## src/rtl/headercap_pkg.sv

```systemverilog
// Shared header-capture constants: field lengths, the concatenated key width
// and the statistics counter width.
package headercap_pkg;

  localparam int MAC_LEN      = 48;
  localparam int IPV4_LEN     = 32;
  localparam int L4_PORT_LEN  = 16;
  localparam int ETHTYPE_LEN  = 16;
  localparam int IP_LEN_LEN   = 16;
  localparam int IP_PROTO_LEN = 8;

  // Key = dst/src MAC, src/dst IPv4, src/dst L4 port, EtherType, IP length, IP protocol.
  localparam int CONCAT_WIDTH = 2 * MAC_LEN + 2 * IPV4_LEN + 2 * L4_PORT_LEN
                              + ETHTYPE_LEN + IP_LEN_LEN + IP_PROTO_LEN;

  localparam int STATS_W = 32;

endpackage

```

## src/rtl/header_arbiter_rr_picker.sv

```systemverilog
// Combinational round-robin picker: rotates the request vector by ptr using a
// double-width shift, then priority-encodes the lowest set bit.
module rr_picker #(
  parameter  int NUM_PORTS = 4,
  localparam int PORT_W    = $clog2(NUM_PORTS)
) (
  input  logic [NUM_PORTS-1:0] req,
  input  logic [PORT_W-1:0]    ptr,
  output logic [NUM_PORTS-1:0] gnt,
  output logic [PORT_W-1:0]    gnt_idx,
  output logic                 any
);

  localparam logic [PORT_W:0] NP = (PORT_W + 1)'(NUM_PORTS);

  logic [2*NUM_PORTS-1:0] dbl;
  logic [NUM_PORTS-1:0]   rot;
  logic [PORT_W-1:0]      off;
  logic [PORT_W:0]        sum;

  assign dbl = {req, req} >> ptr;
  assign rot = dbl[NUM_PORTS-1:0];
  assign any = |req;

  // Descending scan so the lowest set bit (closest to ptr) wins.
  always_comb begin
    off = '0;
    for (int i = NUM_PORTS - 1; i >= 0; i--) begin
      if (rot[i]) off = PORT_W'(i);
    end
  end

  always_comb begin
    sum = {1'b0, ptr} + {1'b0, off};
    if (sum >= NP) sum = sum - NP;
  end

  assign gnt_idx = sum[PORT_W-1:0];

  for (genvar gi = 0; gi < NUM_PORTS; gi++) begin : g_gnt
    assign gnt[gi] = any && (gnt_idx == PORT_W'(gi));
  end

endmodule

```

## src/rtl/header_arbiter.sv

```systemverilog
// Round-robin merge of per-port header keys onto one registered key bus.
// Define HEADER_ARB_STATS_EN to add per-port saturating grant counters.
module header_arbiter
  import headercap_pkg::*;
#(
  parameter  int NUM_PORTS    = 4,
  parameter  int CONCAT_WIDTH = headercap_pkg::CONCAT_WIDTH,
  localparam int PORT_W       = $clog2(NUM_PORTS)
) (
  input  logic                           clk,
  input  logic                           reset,
`ifdef HEADER_ARB_STATS_EN
  input  logic [PORT_W-1:0]              stats_sel,
  output logic [STATS_W-1:0]             stats_count,
`endif
  input  logic [NUM_PORTS*CONCAT_WIDTH-1:0] in_concat,
  input  logic [NUM_PORTS-1:0]           in_valid,
  output logic [NUM_PORTS-1:0]           in_ready,
  output logic [CONCAT_WIDTH-1:0]        key_data,
  output logic [PORT_W-1:0]              key_port,
  output logic                           key_valid,
  input  logic                           key_ready
);

  localparam logic [PORT_W-1:0] LAST_PORT = PORT_W'(NUM_PORTS - 1);

  logic [CONCAT_WIDTH-1:0] key_data_q, key_data_d;
  logic [PORT_W-1:0]       key_port_q, key_port_d;
  logic                    key_valid_q, key_valid_d;
  logic [PORT_W-1:0]       rr_ptr_q, rr_ptr_d;

  logic [NUM_PORTS-1:0] pick_gnt;
  logic [PORT_W-1:0]    pick_idx;
  logic                 pick_any;
  logic                 can_load;
  logic                 grant;

  rr_picker #(.NUM_PORTS(NUM_PORTS)) u_picker (
    .req     (in_valid),
    .ptr     (rr_ptr_q),
    .gnt     (pick_gnt),
    .gnt_idx (pick_idx),
    .any     (pick_any)
  );

  assign can_load = !key_valid_q || key_ready;
  // Reset blocks grants so nothing is consumed from a source while clearing.
  assign grant    = can_load && pick_any && !reset;
  assign in_ready = grant ? pick_gnt : '0;

  always_comb begin
    key_data_d  = key_data_q;
    key_port_d  = key_port_q;
    key_valid_d = key_valid_q;
    rr_ptr_d    = rr_ptr_q;
    if (grant) begin
      key_data_d  = in_concat[pick_idx*CONCAT_WIDTH +: CONCAT_WIDTH];
      key_port_d  = pick_idx;
      key_valid_d = 1'b1;
      rr_ptr_d    = (pick_idx == LAST_PORT) ? '0 : pick_idx + 1'b1;
    end else if (key_ready) begin
      key_valid_d = 1'b0;
    end
  end

  always_ff @(posedge clk) begin
    if (reset) begin
      key_data_q  <= '0;
      key_port_q  <= '0;
      key_valid_q <= 1'b0;
      rr_ptr_q    <= '0;
    end else begin
      key_data_q  <= key_data_d;
      key_port_q  <= key_port_d;
      key_valid_q <= key_valid_d;
      rr_ptr_q    <= rr_ptr_d;
    end
  end

  assign key_data  = key_data_q;
  assign key_port  = key_port_q;
  assign key_valid = key_valid_q;

`ifdef HEADER_ARB_STATS_EN
  localparam logic [PORT_W:0] NP = (PORT_W + 1)'(NUM_PORTS);

  logic [STATS_W-1:0] cnt_w [NUM_PORTS];
  logic [STATS_W-1:0] stats_count_q;

  for (genvar gi = 0; gi < NUM_PORTS; gi++) begin : g_cnt
    logic [STATS_W-1:0] cnt_q;

    always_ff @(posedge clk) begin
      if (reset) begin
        cnt_q <= '0;
      end else if (grant && (pick_idx == PORT_W'(gi)) && (cnt_q != '1)) begin
        cnt_q <= cnt_q + 1'b1;
      end
    end

    assign cnt_w[gi] = cnt_q;
  end

  always_ff @(posedge clk) begin
    if (reset) begin
      stats_count_q <= '0;
    end else begin
      stats_count_q <= ({1'b0, stats_sel} < NP) ? cnt_w[stats_sel] : '0;
    end
  end

  assign stats_count = stats_count_q;
`endif

endmodule

```

## config.mk

```make
export PLATFORM = sky130hd
export DESIGN_NAME = header_arbiter
export DESIGN_NICKNAME = d
export VERILOG_FILES = /design/src/rtl/headercap_pkg.sv /design/src/rtl/header_arbiter_rr_picker.sv /design/src/rtl/header_arbiter.sv
export SDC_FILE = /design/constraint.sdc
export NUM_CORES = 1
export LEC_CHECK = 0
export CORE_AREA = 3 3 455 457
export CTS_CLUSTER_DIAMETER = 80
export DETAILED_ROUTE_END_ITERATION = 7
export DIE_AREA = 0 0 458 460
export GPL_ROUTABILITY_DRIVEN = 0
export HOLD_SLACK_MARGIN = 0.06
export PLACE_DENSITY = 0.3
export SETUP_SLACK_MARGIN = 0.05
export SLEW_MARGIN = 30
export SYNTH_ARGS = -nofsm -noshare
export SYNTH_HDL_FRONTEND = slang
export SYNTH_HIERARCHICAL = 1
export SYNTH_SLANG_ARGS = --single-unit
```

## constraint.sdc

```tcl
create_clock -name clk -period 8.9 [get_ports clk]
set_input_delay 1.78 -clock clk [delete_from_list [all_inputs] [get_ports clk]]
set_output_delay 1.78 -clock clk [all_outputs]
set_load 0.03 [all_outputs]
```

# Yosys cells after proc, flatten, opt, wreduce, memory -nomap -nowiden
# Index checks and enable logic that the tools add are counted.
classes:
  n_shift: 2
  add_sub_neg: 3
  mux: 9
  n_reduce_logical: 12
  mul: 1
  order_cmp: 1
  n_eq_ne: 3
op_table:
  columns: ["op", "n"]
  rows:
  - ["indexed part select 928 x 11 -> 232 bit", 1]
  - ["2-to-1 mux 2 bit", 6]
  - [">> shifter 8 x 2 -> 4 bit", 1]
  - ["multiplier 2 x 5 -> 7 bit (second input constant)", 1]
  - ["logical AND 1 bit", 6]
  - ["equality test 2 bit (second input constant)", 2]
  - ["2-to-1 mux 4 bit", 1]
  - ["OR reduction 4 bit", 1]
  - ["adder 2 x 2 -> 3 bit", 1]
  - ["greater-or-equal comparator 3 bit (second input constant)", 1]
  - ["adder 2 x 1 -> 2 bit (second input constant)", 1]
  - ["equality test 2 x 1 -> 1 bit (second input constant)", 1]
  - ["zero test 1 bit", 2]
  - ["zero test 2 bit", 1]
  - ["2-to-1 mux 1 bit", 2]
  - ["nonzero test 2 bit", 1]
  - ["subtractor 2 x 1 -> 2 bit (second input constant)", 1]
  - ["logical OR 1 bit", 1]
totals:
  input_bits: 935
  ff_bits: 237

# Longest topological paths before layout
# Gate-level depths: netlist of run 1.
logic_depth:
  depth_word: 11
  ltp_mapped: 13

# Cells and area by module
# The synthesis of run 1 kept the hierarchy.
by_module_without_submodules:
  columns: ["mod", "cells_each", "seq_area_each_um2", "instances", "area_each_um2"]
  rows:
  - ["header_arbiter", 828, 4744.6, 1, 12827.3]
  - ["rr_picker", 42, 0.0, 1, 326.6]

# Least setup slack after synthesis of run 1
# OpenSTA, ideal clock, no wires.
synth_path:
  kind: "input to output"
  startpoint: "input in_valid[0]"
  endpoint: "output in_ready[3]"
  setup_slack_ps: 3841
  required_time_ps: 7120
  arrival_ps: 3279
  path_stages: 9
  cell_sequence: "buf_6 o21a_1 a21oi_1 o211ai_1 ha_1 nor2b_1 nand2_1 mux2i_1 and2_1"
synth_via:
  elab_chain_cells: 11
  word_cells_on_any_way: 15
  classes_between: "add/sub (2); order compare (1); eq/ne (1); shift (1); mux (6); reduce/logical (4)"
synth_lines:
  columns: ["element", "line", "text"]
  rows:
  - ["from (decl)", "header_arbiter.sv:17", "input logic [NUM_PORTS-1:0] in_valid,"]
  - [">> shifter 8 x 2 -> 4 bit (*)", "header_arbiter_rr_picker.sv:21", "assign dbl = {req, req} >> ptr;"]
  - ["2-to-1 mux 2 bit (3 in series)", "header_arbiter_rr_picker.sv:29", "if (rot[i]) off = PORT_W'(i);"]
  - ["2-to-1 mux 2 bit (*)", "header_arbiter_rr_picker.sv:29", null]
  - ["adder 2 x 2 -> 3 bit (*)", "header_arbiter_rr_picker.sv:34", "sum = {1'b0, ptr} + {1'b0, off};"]
  - ["greater-or-equal comparator 3 bit / subtractor 2 x 1 -> 2 bit (equally long branches)", "header_arbiter_rr_picker.sv:35", "if (sum >= NP) sum = sum - NP;"]
  - ["2-to-1 mux 2 bit (*)", "header_arbiter_rr_picker.sv:35", null]
  - ["via pick_idx[0]", "header_arbiter.sv:33", "logic [PORT_W-1:0] pick_idx;"]
  - ["equality test 2 bit (*)", "header_arbiter_rr_picker.sv:41", "assign gnt[gi] = any && (gnt_idx == PORT_W'(gi));"]
  - ["logical AND 1 bit (*)", "header_arbiter_rr_picker.sv:41", null]
  - ["via pick_gnt[3]", "header_arbiter.sv:32", "logic [NUM_PORTS-1:0] pick_gnt;"]
  - ["2-to-1 mux 4 bit (*)", "header_arbiter.sv:49", "assign in_ready = grant ? pick_gnt : '0;"]
  - ["to (decl)", "header_arbiter.sv:18", "output logic [NUM_PORTS-1:0] in_ready,"]
# The timed path passes the listed nets; every way through them passes the cells marked *.

# Worst setup path in the final report of run 1
layout_path:
  startpoint: "input in_valid[0]"
  endpoint: "output in_ready[3]"
layout_via:
  word_cells_on_any_way: 15
  classes_between: "add/sub (2); order compare (1); eq/ne (1); shift (1); mux (6); reduce/logical (4)"
layout_rtl:
  columns: ["element", "line", "text"]
  rows:
  - ["OR reduction 4 bit (*)", "header_arbiter_rr_picker.sv:23", "assign any = |req;"]
  - ["via pick_any", "header_arbiter.sv:34", "logic pick_any;"]
  - ["logical AND 1 bit (2 in series)", "header_arbiter.sv:48", "assign grant = can_load && pick_any && !reset;"]
  - ["2-to-1 mux 4 bit (*)", "header_arbiter.sv:49", null]
# Marked as above.

==> impl_metrics.csv, run 1 <==
group,metric,value,unit
detailed_routing,viasPerCell,3.07,
logic_synthesis,synth_top_family_by_area,"multiplexers",
timing,slew_headroom,18.4,%
grt,grt_pass1_vias,15400,
detailed_routing,via_count,14600,
timing,rsz0062_at_grt,"no",
die,core,204000,sq um
clocking,cts_setup_buffers,0,
logic_synthesis,synthCells,870,
logic_synthesis,synth-xor-area-share,0.200,%
placement,dp.final_hpwl,136,mm
placement,post_dp_cell_area,27700,sq um
die,ioPinCount,1174,
logic_synthesis,synth_ff_type,"dfxtp_1",
clocking,cts_root_buffer,"clkbuf_16",
die,dieArea,211000,sq um
logic_synthesis,ys_seq_elements,237,
timing,setup_viol,0,
timing,skew,23.7,ps
setup_path,critPathLaunchType,"input port",
final_layout,postLayoutCellArea,29600,sq um
detailed_routing,avgRoutedWirePerCell,32.9,um
logic_synthesis,synthArstFlopShare,0,%
die,rows,166,
clocking,cts.htree.levels,2,
power_and_ir_drop,max-vdd-ir-drop,330,uV
logic_synthesis,ys_types,35,
logic_synthesis,ys_warn_count,6,
detailed_routing,drtAntennaViolNets,0,
final_layout,fillers,22800,
timing,fin_crit,6870,ps
outcome,status,"finished clean",
run,drv_cap,0,
power_and_ir_drop,cellLeakagePower,9.96,nW
logic_synthesis,syn_area_per_cell,15.1,sq um
die,die_h,460,um
setup_path,required,7120,ps
detailed_routing,drt-pass1-iter-count,4,
grt,antenna_found_initial,167,
logic_synthesis,synthSimpleGateAreaFrac,1.33,%
grt,overflow,0,
grt,grt_max_degree,120,
timing,maxSlewViolCount,0,
logic_synthesis,synthMuxAreaShare,40.2,%
setup_path,critPathMaxFanout,119,
clocking,clk_pin_slew,60,ps
die,die_w,458,um
grt,grt_pass1_wl,191,mm
timing,tns,0,ps
timing,worst_pin_slew,1220,ps
clocking,cts_tree,"built",
grt,track_usage,14.2,%
final_layout,synthToLayoutAreaGrowth,125,%
setup_path,arrival,5090,ps
final_layout,drive_gt1_share,16.6,%
logic_synthesis,seq_area_frac_synth,36.1,%
detailed_routing,drt-total-wl,157,mm
logic_synthesis,yosys.area_share.adder,0.190,%
clocking,clock_latency,640,ps
final_layout,layout_common_cells,"clkdlybuf4s50_1, dfxtp_1, mux4_2, a22o_1, clkbuf_16",
clocking,hold_buffers,0,
timing,hold_violations,0,
logic_synthesis,synth_area,13200,sq um
worst_hold_path,hold_class,"reg -> reg",
logic_synthesis,synth_edf_count,0,
die,start_util,6.45,%
clocking,cts_buffer_depth,3,
final_layout,fin_nets,2939,
logic_synthesis,synth_fp_nets,1807,
clocking,clock-sinks,237,
final_layout,final_common_cell,"clkdlybuf4s50_1",
timing,max_freq,0.146,GHz
detailed_routing,dr.first_iter.drc_count,885,
setup_path,endpoint_kind,"output pin",
placement,port_buffers,1173,
power_and_ir_drop,p_per_area,365,nW/um^2
clocking,cts_inserted_buffers,49,
logic_synthesis,synth_compound_area_share,16.4,%
clocking,cts-resized-gates,0,
setup_path,setup.worst_path.class,"in -> out",
timing,timing.final.crit_share,77.2,%
detailed_routing,drc,0,
[state kept, by name, summed over array words and instances (netlist names)]
signal     cells
key_data     232
key_port       2
key_valid      1
rr_ptr_q       2
[critical path, cell delays in order]
cell	delay [ps]
clkdlybuf4s50_1	580
nor4_1	790
inv_1	310
inv_1	250
nor3_2	100
buf_12	190
and2_1	310
clkdlybuf4s50_1	600
[cells in the mapped netlist, types with 2 or more instances]
cell      instances  area share (%)
dfxtp_1         237              36
a22o_1          232              15
mux4_2          232              40
buf_2            60             2.3
buf_6            32             2.7
clkbuf_1         13            0.37
a21oi_1           7            0.27
mux2i_1           6            0.46
nand2_1           5            0.14
o21ai_0           5            0.19
and2_1            4            0.19
nor2_1            4            0.11
inv_1             3           0.086
nand3_1           3            0.11
ha_1              2            0.19
nor2b_1           2           0.095
nor3_1            2           0.076
nor3b_1           2            0.11
nor4_1            2           0.095
xnor2_1           2            0.13
[metrics by stage]
stage,setup WS (ps),total power [mW],std cells,hold WS [ps],util (%)
finish,2030,10.8,4762,477,14.5
global route,1800,11.4,4735,491,14.5
CTS,2010,11.2,4731,480,14.5
detailed placement,2000,8.92,4639,463,13.6
global placement,1980,8.96,4639,461,13.6
floorplan,3840,5.99,870,454,-
[report_power, final]
part	leakage [nW]	switching (mW)	internal, mW
Sequential	1.97	0.337	1.54
Combinational	7.14	3.62	3.20
Clock	0.861	0.777	1.33
[worst paths after layout]
path                               startpoint             to  slack, ps  cells past startpoint
worst max register to register    rr_ptr_q[0]   key_data[70]       4480                      9
worst min register to register  key_data[134]  key_data[134]        480                      1
worst max-delay path              in_valid[0]    in_ready[3]       2030                      8
worst min-delay path            key_data[134]  key_data[134]        480                      1
[per-layer routing]
metal	part of all wire, %	GRT usage, %
met1	39	16.5
met2	43	21.5
met4	2.0	2.99
met5	0.52	0
met3	15	9.75
[kinds of logic (layout without fill, tap and decap cells)]
kind of cell               Yosys count  after routing
AOI/OAI and AO/OA                  249            249
buffers and inverters              111           1284
adders and majority gates            2              2
and+or+nand+nor                     30             30
other                                0             31
DFF                                237            237
xor gates and xnor gates             3              3
muxes                              238            238
[area by class of cell]
cell class | instances | area [sq um] | area share [%]
Clock inverter | 24 | 380 | 1.28
Tap cell | 2688 | 3360 | 11.4
Timing Repair Buffer | 1189 | 11900 | 40.3
Antenna cell | 31 | 77.6 | 0.262
Clock buffer | 68 | 1400 | 4.73
Inverter | 3 | 11.3 | 0.0380
Sequential cell | 237 | 4740 | 16.0
Multi-Input combinational cell | 522 | 7690 | 26.0
No activity file was read; power rests on OpenSTA's default activity.
==> run 2: changes to the inputs <==
CORE_AREA = 3 3 450 452   (was 3 3 455 457)
DIE_AREA = 0 0 453 455   (was 0 0 458 460)
clock period = 5.8 ns   (was 8.9 ns; I/O delays follow)
==> impl_metrics.csv, run 2 (synthesized netlist as in run 1, its figures left out) <==
group,metric,value,unit
outcome,status,"finished clean",
die,rows,164,
worst_hold_path,hold_class,"reg -> reg",
die,start_util,6.60,%
timing,max_freq,0.195,GHz
die,ioPinCount,1174,
timing,worst_pin_slew,1060,ps
timing,setup_viol,0,
setup_path,max_stage_delay,760,ps
grt,grt_max_degree,122,
timing,hold_violations,0,
timing,holdWs,471,ps
grt,grt_pass1_wl,188,mm
clocking,cts_root_buffer,"clkbuf_16",
die,die_w,453,um
die,dieArea,206000,sq um
final_layout,drive_gt1_share,16.7,%
clocking,cts_buffer_depth,3,
timing,timing.final.crit_share,88.4,%
setup_path,critPathLaunchType,"input port",
placement,dp.final_hpwl,136,mm
clocking,clock-sinks,237,
setup_path,setup.worst_path.class,"in -> out",
clocking,hold_buffers,0,
setup_path,crit_buf_inv,4,
detailed_routing,viasPerCell,3.09,
setup_path,slowest_stage,"nor4_1",
run,drv_cap,0,
power_and_ir_drop,p_per_area,559,nW/um^2
grt,track_usage,14.4,%
clocking,cts_tree,"built",
detailed_routing,drt-pass1-iter-count,5,
detailed_routing,avgRoutedWirePerCell,33.2,um
setup_path,arrival,3970,ps
setup_path,endpoint_kind,"output pin",
grt,antenna_found_initial,126,
final_layout,fin_nets,2944,
placement,port_buffers,1173,
detailed_routing,dr.first_iter.drc_count,955,
placement,post_dp_cell_area,27800,sq um
setup_path,critPathMaxFanout,8,
final_layout,postLayoutCellArea,29700,sq um
detailed_routing,drtAntennaViolNets,0,
timing,skew,36.3,ps
clocking,clk_pin_slew,50,ps
clocking,cts-resized-gates,0,
grt,overflow,0,
detailed_routing,via_count,14600,
setup_path,cpLargestDelayFamily,"buffers and inverters",
final_layout,layout_common_cells,"clkdlybuf4s50_1, dfxtp_1, mux4_2, a22o_1, clkbuf_16",
final_layout,final_util,14.9,%
final_layout,largest_reg_flops,232,
detailed_routing,drc,0,
grt,grt_pass1_vias,14900,
setup_path,path_cells,"clkdlybuf4s50_1 > nor4_1 > inv_1 > inv_1 > nor3_2 > and2_1 > clkdlybuf4s50_1",
timing,fin_crit,5130,ps
clocking,cts.htree.levels,2,
timing,rsz0062_at_grt,"no",
timing,slew_headroom,29.1,%
setup_path,required,4640,ps
timing,maxSlewViolCount,0,
clocking,clock_latency,650,ps
power_and_ir_drop,max-vdd-ir-drop,356,uV
final_layout,final_common_cell,"clkdlybuf4s50_1",
die,core,199000,sq um
power_and_ir_drop,cellLeakagePower,10.0,nW
die,die_h,455,um
clocking,cts_inserted_buffers,49,
clocking,cts_setup_buffers,0,
detailed_routing,drt-total-wl,157,mm
timing,tns,0,ps
final_layout,synthToLayoutAreaGrowth,126,%
## run 2: cell count changes in the layout (fill, tap and decap cells not counted), sizes merged
cell | previous run | this run
buf | 17 | 21
bufinv | 8 | 9
clkbuf | 68 | 67
clkdlybuf4s50 | 1172 | 1173
clkinv | 11 | 7
clkinvlp | 3 | 1
diode | 31 | 27
inv | 5 | 6
## run 2: metal layers
metal  part of all wire [%]  vias up  GRT usage (%)
met5                   0.31        -              0
met4                    2.5       74           3.31
met3                    9.5      214           5.97
met2                     48      783           24.0
met1                     40     7419           17.2
li1                       -     6094              -
## run 2: through the flow
stage	power, mW	setup WS, ps	instances
6_report	16.6	674	4726
5_1_grt	17.5	511	4706
3_3_place_gp	13.7	692	4612
3_5_place_dp	13.6	737	4612
4_1_cts	17.1	721	4699
2_1_floorplan	9.18	1980	870
## run 2: cell type report
cell class | instances | area, sq um
diodes | 27 | 67.6
multi-input cells | 522 | 7690
repair buffers | 1194 | 12000
clock buffers | 67 | 1420
fillers | 22100 | 170000
inverters | 3 | 11.3
well taps | 2656 | 3320
clock inverters | 20 | 373
flip-flops and latches | 237 | 4740
## run 2: worst reg2reg max path: stages, from the launching register on
cell	delay [ps]
dfxtp_1	600
inv_1	120
nor3b_1	210
a21oi_1	70
o211ai_1	270
ha_4	280
buf_4	490
buf_4	690
mux4_2	680
a22o_1	180
## run 2: worst paths after layout
kind	slack [ps]	from	cells after the start	end
worst max-delay path	670	in_valid[0]	7	in_ready[3]
worst min-delay path	470	key_data[74]	1	key_data[74]
worst max register to register	2100	rr_ptr_q[0]	9	key_data[107]
worst min register to register	470	key_data[74]	1	key_data[74]
## run 2: power by group
group / switching (mW) / internal [mW] / leakage [nW] / total, mW
registers: 0.612 / 2.36 / 1.97 / 2.97
logic: 5.42 / 4.94 / 7.18 / 10.4
clock network: 1.16 / 2.10 / 0.874 / 3.26
total: 7.19 / 9.41 / 10.0 / 16.6
